**src/rtl/time_set_pkg.sv**
```systemverilog
// time_set_pkg: shared definitions for the clock-setting controller.
//   mode_e          : operating modes (NORMAL, SET_HOUR, SET_MIN; code 3 unused)
//   HOUR_MAX        : largest hour value (23)
//   MIN_MAX/SEC_MAX : largest minute/second value (59)
//   CLK_HZ_DEFAULT  : default input clock frequency in Hz
package time_set_pkg;

    typedef enum logic [1:0] {
        NORMAL   = 2'd0,
        SET_HOUR = 2'd1,
        SET_MIN  = 2'd2
    } mode_e;

    localparam int HOUR_MAX       = 23;
    localparam int MIN_MAX        = 59;
    localparam int SEC_MAX        = 59;
    localparam int CLK_HZ_DEFAULT = 50_000_000;

endpackage

```
**src/rtl/mod_updown_cnt.sv**
```systemverilog
// mod_updown_cnt: modulo-MOD up/down counter with wrap-carry.
//   CLK   : clock, rising edge
//   RST   : asynchronous active-high reset, clears value
//   inc   : count up (wraps MOD-1 -> 0)
//   dec   : count down (wraps 0 -> MOD-1)
//   clr   : synchronous clear, overrides inc/dec
//   value : registered count, 0..MOD-1
//   carry : high in the cycle an increment wraps MOD-1 -> 0
// inc and dec together cancel and leave the value unchanged.
module mod_updown_cnt #(
    parameter int MOD = 60,
    parameter int W   = 6
) (
    input  logic         CLK,
    input  logic         RST,
    input  logic         inc,
    input  logic         dec,
    input  logic         clr,
    output logic [W-1:0] value,
    output logic         carry
);

    localparam logic [W-1:0] LAST = W'(MOD - 1);

    assign carry = inc & ~dec & ~clr & (value == LAST);

    always_ff @(posedge CLK or posedge RST) begin
        if (RST) begin
            value <= '0;
        end else if (clr) begin
            value <= '0;
        end else if (inc && !dec) begin
            value <= (value == LAST) ? '0 : value + W'(1);
        end else if (dec && !inc) begin
            value <= (value == '0) ? LAST : value - W'(1);
        end
    end

endmodule

```
**src/rtl/time_set_ctrl.sv**
```systemverilog
// time_set_ctrl: 24-hour time-of-day counter with button-driven set modes.
//   CLK   : system clock, rising edge
//   RST   : asynchronous active-high reset (time 00:00:00, NORMAL mode)
//   BTN   : single-cycle press pulses: [0] MODE, [1] UP, [2] DOWN
//   HOUR  : hours 0..23 (registered)
//   MIN   : minutes 0..59 (registered)
//   SEC   : seconds 0..59 (registered)
//   MODE  : 0 NORMAL, 1 SET_HOUR, 2 SET_MIN (registered)
//   BLINK : 2 Hz blank strobe for the field being set, 0 in NORMAL
// MODE presses advance NORMAL -> SET_HOUR -> SET_MIN -> NORMAL and take
// priority over UP/DOWN in the same cycle. Time only runs in NORMAL.
module time_set_ctrl
    import time_set_pkg::*;
#(
    parameter int CLK_HZ = CLK_HZ_DEFAULT
) (
    input  logic       CLK,
    input  logic       RST,
    input  logic [2:0] BTN,
    output logic [4:0] HOUR,
    output logic [5:0] MIN,
    output logic [5:0] SEC,
    output logic [1:0] MODE,
    output logic       BLINK
);

    localparam int PRESC_W   = $clog2(CLK_HZ);
    localparam int BLINK_DIV = CLK_HZ / 4;
    localparam int BLINK_W   = (BLINK_DIV > 1) ? $clog2(BLINK_DIV) : 1;

    localparam logic [PRESC_W-1:0] PRESC_LAST = PRESC_W'(CLK_HZ - 1);
    localparam logic [BLINK_W-1:0] BLINK_LAST = BLINK_W'(BLINK_DIV - 1);

    mode_e               mode_q, mode_d;
    logic                mode_chg;
    logic                edit_up, edit_dn;
    logic [PRESC_W-1:0]  presc_q;
    logic [BLINK_W-1:0]  bcnt_q;
    logic                blink_q;
    logic                tick;
    logic                sec_clr, sec_carry;
    logic                min_inc, min_dec, min_carry;
    logic                hour_inc, hour_dec;
    // The day rollover 23:59:59 -> 00:00:00 feeds nothing further.
    logic                hour_carry_unused;

    // Mode FSM state register
    always_ff @(posedge CLK or posedge RST) begin
        if (RST) begin
            mode_q <= NORMAL;
        end else begin
            mode_q <= mode_d;
        end
    end

    // Next mode; the unused code falls back to NORMAL on the next edge.
    always_comb begin
        mode_d = mode_q;
        case (mode_q)
            NORMAL:   if (BTN[0]) mode_d = SET_HOUR;
            SET_HOUR: if (BTN[0]) mode_d = SET_MIN;
            SET_MIN:  if (BTN[0]) mode_d = NORMAL;
            default:  mode_d = NORMAL;
        endcase
    end

    assign mode_chg = (mode_d != mode_q);

    // A MODE press swallows any UP/DOWN in the same cycle; UP+DOWN cancel.
    assign edit_up = BTN[1] & ~BTN[2] & ~BTN[0];
    assign edit_dn = BTN[2] & ~BTN[1] & ~BTN[0];

    // One-second prescaler, parked at 0 outside NORMAL so that re-entering
    // NORMAL gives a full second before the first SEC increment.
    always_ff @(posedge CLK or posedge RST) begin
        if (RST) begin
            presc_q <= '0;
        end else if (mode_q == NORMAL && !mode_chg) begin
            presc_q <= (presc_q == PRESC_LAST) ? '0 : presc_q + PRESC_W'(1);
        end else begin
            presc_q <= '0;
        end
    end

    assign tick = (mode_q == NORMAL) && (presc_q == PRESC_LAST);

    // Blink generator: restarts high on every mode change, then toggles
    // every CLK_HZ/4 cycles while a field is being set.
    always_ff @(posedge CLK or posedge RST) begin
        if (RST) begin
            bcnt_q  <= '0;
            blink_q <= 1'b0;
        end else if (mode_d == NORMAL) begin
            bcnt_q  <= '0;
            blink_q <= 1'b0;
        end else if (mode_chg) begin
            bcnt_q  <= '0;
            blink_q <= 1'b1;
        end else if (bcnt_q == BLINK_LAST) begin
            bcnt_q  <= '0;
            blink_q <= ~blink_q;
        end else begin
            bcnt_q  <= bcnt_q + BLINK_W'(1);
        end
    end

    // Leaving SET_MIN restarts the minute at :00.
    assign sec_clr  = (mode_q == SET_MIN) && BTN[0];

    // Minute edits wrap within the minute field only; the minute carry
    // reaches HOUR only while the clock is running.
    assign min_inc  = sec_carry | ((mode_q == SET_MIN) & edit_up);
    assign min_dec  = (mode_q == SET_MIN) & edit_dn;
    assign hour_inc = (min_carry & (mode_q == NORMAL)) | ((mode_q == SET_HOUR) & edit_up);
    assign hour_dec = (mode_q == SET_HOUR) & edit_dn;

    mod_updown_cnt #(.MOD(SEC_MAX + 1), .W(6)) u_sec (
        .CLK   (CLK),
        .RST   (RST),
        .inc   (tick),
        .dec   (1'b0),
        .clr   (sec_clr),
        .value (SEC),
        .carry (sec_carry)
    );

    mod_updown_cnt #(.MOD(MIN_MAX + 1), .W(6)) u_min (
        .CLK   (CLK),
        .RST   (RST),
        .inc   (min_inc),
        .dec   (min_dec),
        .clr   (1'b0),
        .value (MIN),
        .carry (min_carry)
    );

    mod_updown_cnt #(.MOD(HOUR_MAX + 1), .W(5)) u_hour (
        .CLK   (CLK),
        .RST   (RST),
        .inc   (hour_inc),
        .dec   (hour_dec),
        .clr   (1'b0),
        .value (HOUR),
        .carry (hour_carry_unused)
    );

    assign MODE  = mode_q;
    assign BLINK = blink_q;

endmodule

```
**config.mk**
```make
export PLATFORM = sky130hd
export DESIGN_NAME = time_set_ctrl
export DESIGN_NICKNAME = d
export VERILOG_FILES = /design/src/rtl/time_set_pkg.sv /design/src/rtl/mod_updown_cnt.sv /design/src/rtl/time_set_ctrl.sv
export SDC_FILE = /design/constraint.sdc
export NUM_CORES = 1
export LEC_CHECK = 0
export ABC_CLOCK_PERIOD_IN_PS = 11780
export BUFFER_PORTS_ARGS = -buffer_cell sky130_fd_sc_hd__buf_2
export CAP_MARGIN = 20
export CORE_ASPECT_RATIO = 1.2
export CORE_MARGIN = 4
export CORE_UTILIZATION = 55
export DETAILED_ROUTE_END_ITERATION = 8
export GPL_TIMING_DRIVEN = 0
export HOLD_SLACK_MARGIN = 0.08
export PLACE_DENSITY = 0.83
export REMOVE_ABC_BUFFERS = 1
export SYNTH_ARGS = -nofsm -noshare
export SYNTH_HDL_FRONTEND = slang
export SYNTH_HIERARCHICAL = 1
export SYNTH_SLANG_ARGS = --single-unit
export TNS_END_PERCENT = 20
```
**constraint.sdc**
```tcl
create_clock -name CLK -period 11.78 [get_ports CLK]
set_input_delay 1.178 -clock CLK [delete_from_list [all_inputs] [get_ports CLK]]
set_output_delay 1.178 -clock CLK [all_outputs]
set_load 0.01 [all_outputs]
```
==> impl.org <==
** CTS
- TritonCTS built the clock tree.
- Cell chosen for the clock root :: sky130_fd_sc_hd__clkbuf_8
- The longest clock path from root to sink contains 2 buffers.
- The clock tree synthesis step divided the H-tree into 3 levels.
- For this design, the sink count on the clock tree is 70.
- Clock latency on the worst-skew pair, taken at its later pin, is 0.35 ns.
- Post-CTS Setup Repair Bufs :: 0
- Clock transition at the registers of the reported paths :: 0.08 ns
- Post-CTS resize count :: 0
- Hold-fix buffer count after cts :: 0
- Buffers inserted during clock tree synthesis total 9.

** Run status
- Status :: finished clean

** Power and ir drop
- Switching Power :: 0.000259 W
- Static leakage power :: 2.03 nW
- Switching part of the total :: 35.5%
- In this run the power density over the cells is 154 nW/um2.
- VDD IR-drop max :: 0.0893 mV
- Clock share of power :: 29.8%
- Sequential share of power :: 43.5%
- Combinational power share :: 26.7%
- Cell internal power dissipation :: 0.000469 W

** Placed design
- Routability-driven placement congestion ratio :: 0.873
- Input and output buffers added on the ports amount to 24.
- HPWL after detailed placement :: 6.32 mm
- Placement-stage worst setup slack :: 7.27 ns

** Logic synthesis
- After synthesis the cells add up to 4380 um2.
- In the synthesized netlist, the number of instances is 495.
- Yosys printed 6 warnings.
- Each instance of the synthesized netlist takes up on average 8.85 um2.

** Critical path
- Biggest fanout along the worst timing path :: 12
- STA classifies the critical path startpoint as a register.
- The worst register-to-register path has a depth of 16.
- For the worst setup path, the data arrival time is 4.58 ns.
- For the worst setup path, the data required time is 12.05 ns.
- STA classifies the critical path endpoint as a register.
- The critical path in this run is classified as reg2reg.

** Route
- Number of iterations in the first detailed-routing pass :: 5
- For this block, the routed nets add up to 9.03 mm of wire.
- The final route contains 3710 vias.
- Detailed-route vias per instance :: 6.08
- For this run, design rule violations remaining after detail routing come to 0.
- DRC violation total after the first TritonRoute iteration :: 216
- After detailed routing, the average wire length per cell comes to 14.8 um.
- Antenna violation net count after detailed routing :: 0

** Global routing
- Entering global routing, the biggest net connects 36 pins.
- The first global-routing pass estimated 15.6 mm of wire.
- The number of global-route vias before repair came to 3510.
- Global routing finished with a remaining overflow of 0.
- Number of antenna violations at the first check in global routing :: 0
- Total track usage :: 20.4%

** Die
- The floorplan step defined a core boundary enclosing 7710 um2.
- The floorplan has 35 rows.
- Height of the chip :: 106 um
- Once the floorplan was initialized, standard cells occupied 56.9% of the core.
- In this run the horizontal extent of the chip is 89.5 um.
- The floorplan step defined a die boundary enclosing 9460 um2.
- Ports placed on the boundary :: 25

** STA
- Worst-Margin Slew :: 0.921 ns
- Setup repair after global routing left no endpoint under its margin.
- Count of endpoints failing hold in the final timing report :: 0
- The number of max-slew violations in the final report is 0.
- Worst clock skew :: 0.00519 ns
- The worst pin sits at a relative slew slack of 38.0%.
- Worst setup slack after layout :: 7.47 ns
- Setup violations remaining at the end of the flow were counted as 0.
- Shortest clock period the worst path allows after layout :: 4.31 ns
- Max Clock Freq :: 232 MHz
- Setup TNS :: 0 ns
- Portion of the clock cycle consumed by the worst path in the final layout :: 36.6%

** Finish
- Ratio of cells with drive above 1 in the final layout :: 11.2%
- Leading cell type in the layout, fill and taps excluded :: sky130_fd_sc_hd__nor2_1
- Final net count :: 531
- The multi-input combinational cells in the finished layout cover a total of 2430 um2.
- Number of diodes :: 0
- Layout filler cell count :: 633
- Layout area overhead :: 8.08%
- The top cell types in the final layout, fill and taps aside, are sky130_fd_sc_hd__nor2_1 (84), sky130_fd_sc_hd__dfrtp_1 (70), sky130_fd_sc_hd__nand2_1 (42), sky130_fd_sc_hd__xor2_1 (34), sky130_fd_sc_hd__nand3_1 (32).
- Area taken by flip-flops and latches :: 1750 um2

** Min path
- Number of cells traversed by the worst hold path :: 1
- The min-delay analysis places its worst path in the category reg2reg.

** Flow run
- Number of max-cap violations :: 0
==> worst paths after layout <==
path                             from         endpoint  slack (ns)
max in group asynchronous         RST      presc_q[17]       10.40
setup reg to reg           presc_q[0]  u_hour/value[2]        7.47
setup / recovery           presc_q[0]  u_hour/value[2]        7.47
min in group asynchronous         RST  u_hour/value[1]        0.77
hold / removal             presc_q[0]       presc_q[0]        0.51
hold reg to reg            presc_q[0]       presc_q[0]        0.51
==> worst max-delay path: stages (launching register included) <==
cell and delay, ns:
sky130_fd_sc_hd__dfrtp_1 0.41, sky130_fd_sc_hd__ha_1 0.25, sky130_fd_sc_hd__nand2_1 0.11, sky130_fd_sc_hd__nor4_1 0.20, sky130_fd_sc_hd__nand4_1 0.21, sky130_fd_sc_hd__nor3_1 0.19, sky130_fd_sc_hd__ha_1 0.46, sky130_fd_sc_hd__nor3b_1 0.28
sky130_fd_sc_hd__o21bai_1 0.15, sky130_fd_sc_hd__ha_1 0.45, sky130_fd_sc_hd__nor3b_1 0.24, sky130_fd_sc_hd__mux2i_1 0.09, sky130_fd_sc_hd__nor2_1 0.10, sky130_fd_sc_hd__ha_1 0.36, sky130_fd_sc_hd__mux2i_1 0.14, sky130_fd_sc_hd__or3_2 0.42
sky130_fd_sc_hd__a21oi_1 0.16
==> power groups by stage <==
stage / logic (W) / registers [W] / clock network [W]
final: 0.000194 / 0.000317 / 0.000217
after CTS: 0.000195 / 0.000316 / 0.000223
after detailed placement: 0.000194 / 0.000321 / 0
after global routing: 0.000216 / 0.000325 / 0.000233
after global placement: 0.000185 / 0.000318 / 0
after floorplan: 0.000134 / 0.000317 / 0
==> state kept, by name, summed over array words and instances, names as in the netlist <==
signal and cells:
BLINK 1, u_min/value 6, MODE 2, presc_q 26, u_hour/value 5, bcnt_q 24, u_sec/value 6
==> stage by stage <==
step	area, um2	power (W)	instances	utilization, %	hold WS [ns]
floorplan	4260	0.000452	477	-	0.455
global placement	4490	0.000503	593	58.3	0.487
detailed placement	4510	0.000514	594	58.6	0.503
CTS	4740	0.000734	610	61.4	0.516
global route	4740	0.000774	610	61.4	0.555
finish	4740	0.000728	610	61.4	0.513
==> cell type report <==
class / count / share of cell area, %
clock buffer: 11 / 2.99
clock inverter: 5 / 1.72
inverter: 19 / 1.51
multi-input combinational: 388 / 51.4
sequential: 70 / 37.0
tap: 92 / 2.43
timing repair buffer: 25 / 2.96
==> metal layers <==
layer  track usage (%)  vias to the layer above  share of wire [%]
li1                  -                     1776                  -
met1              25.1                     1796                 43
met2              34.5                      116                 50
met3              3.05                       22                4.2
met4              9.36                        0                2.4
met5                 0                        -                  0
Note: power is estimated with default switching activity, not from simulation.
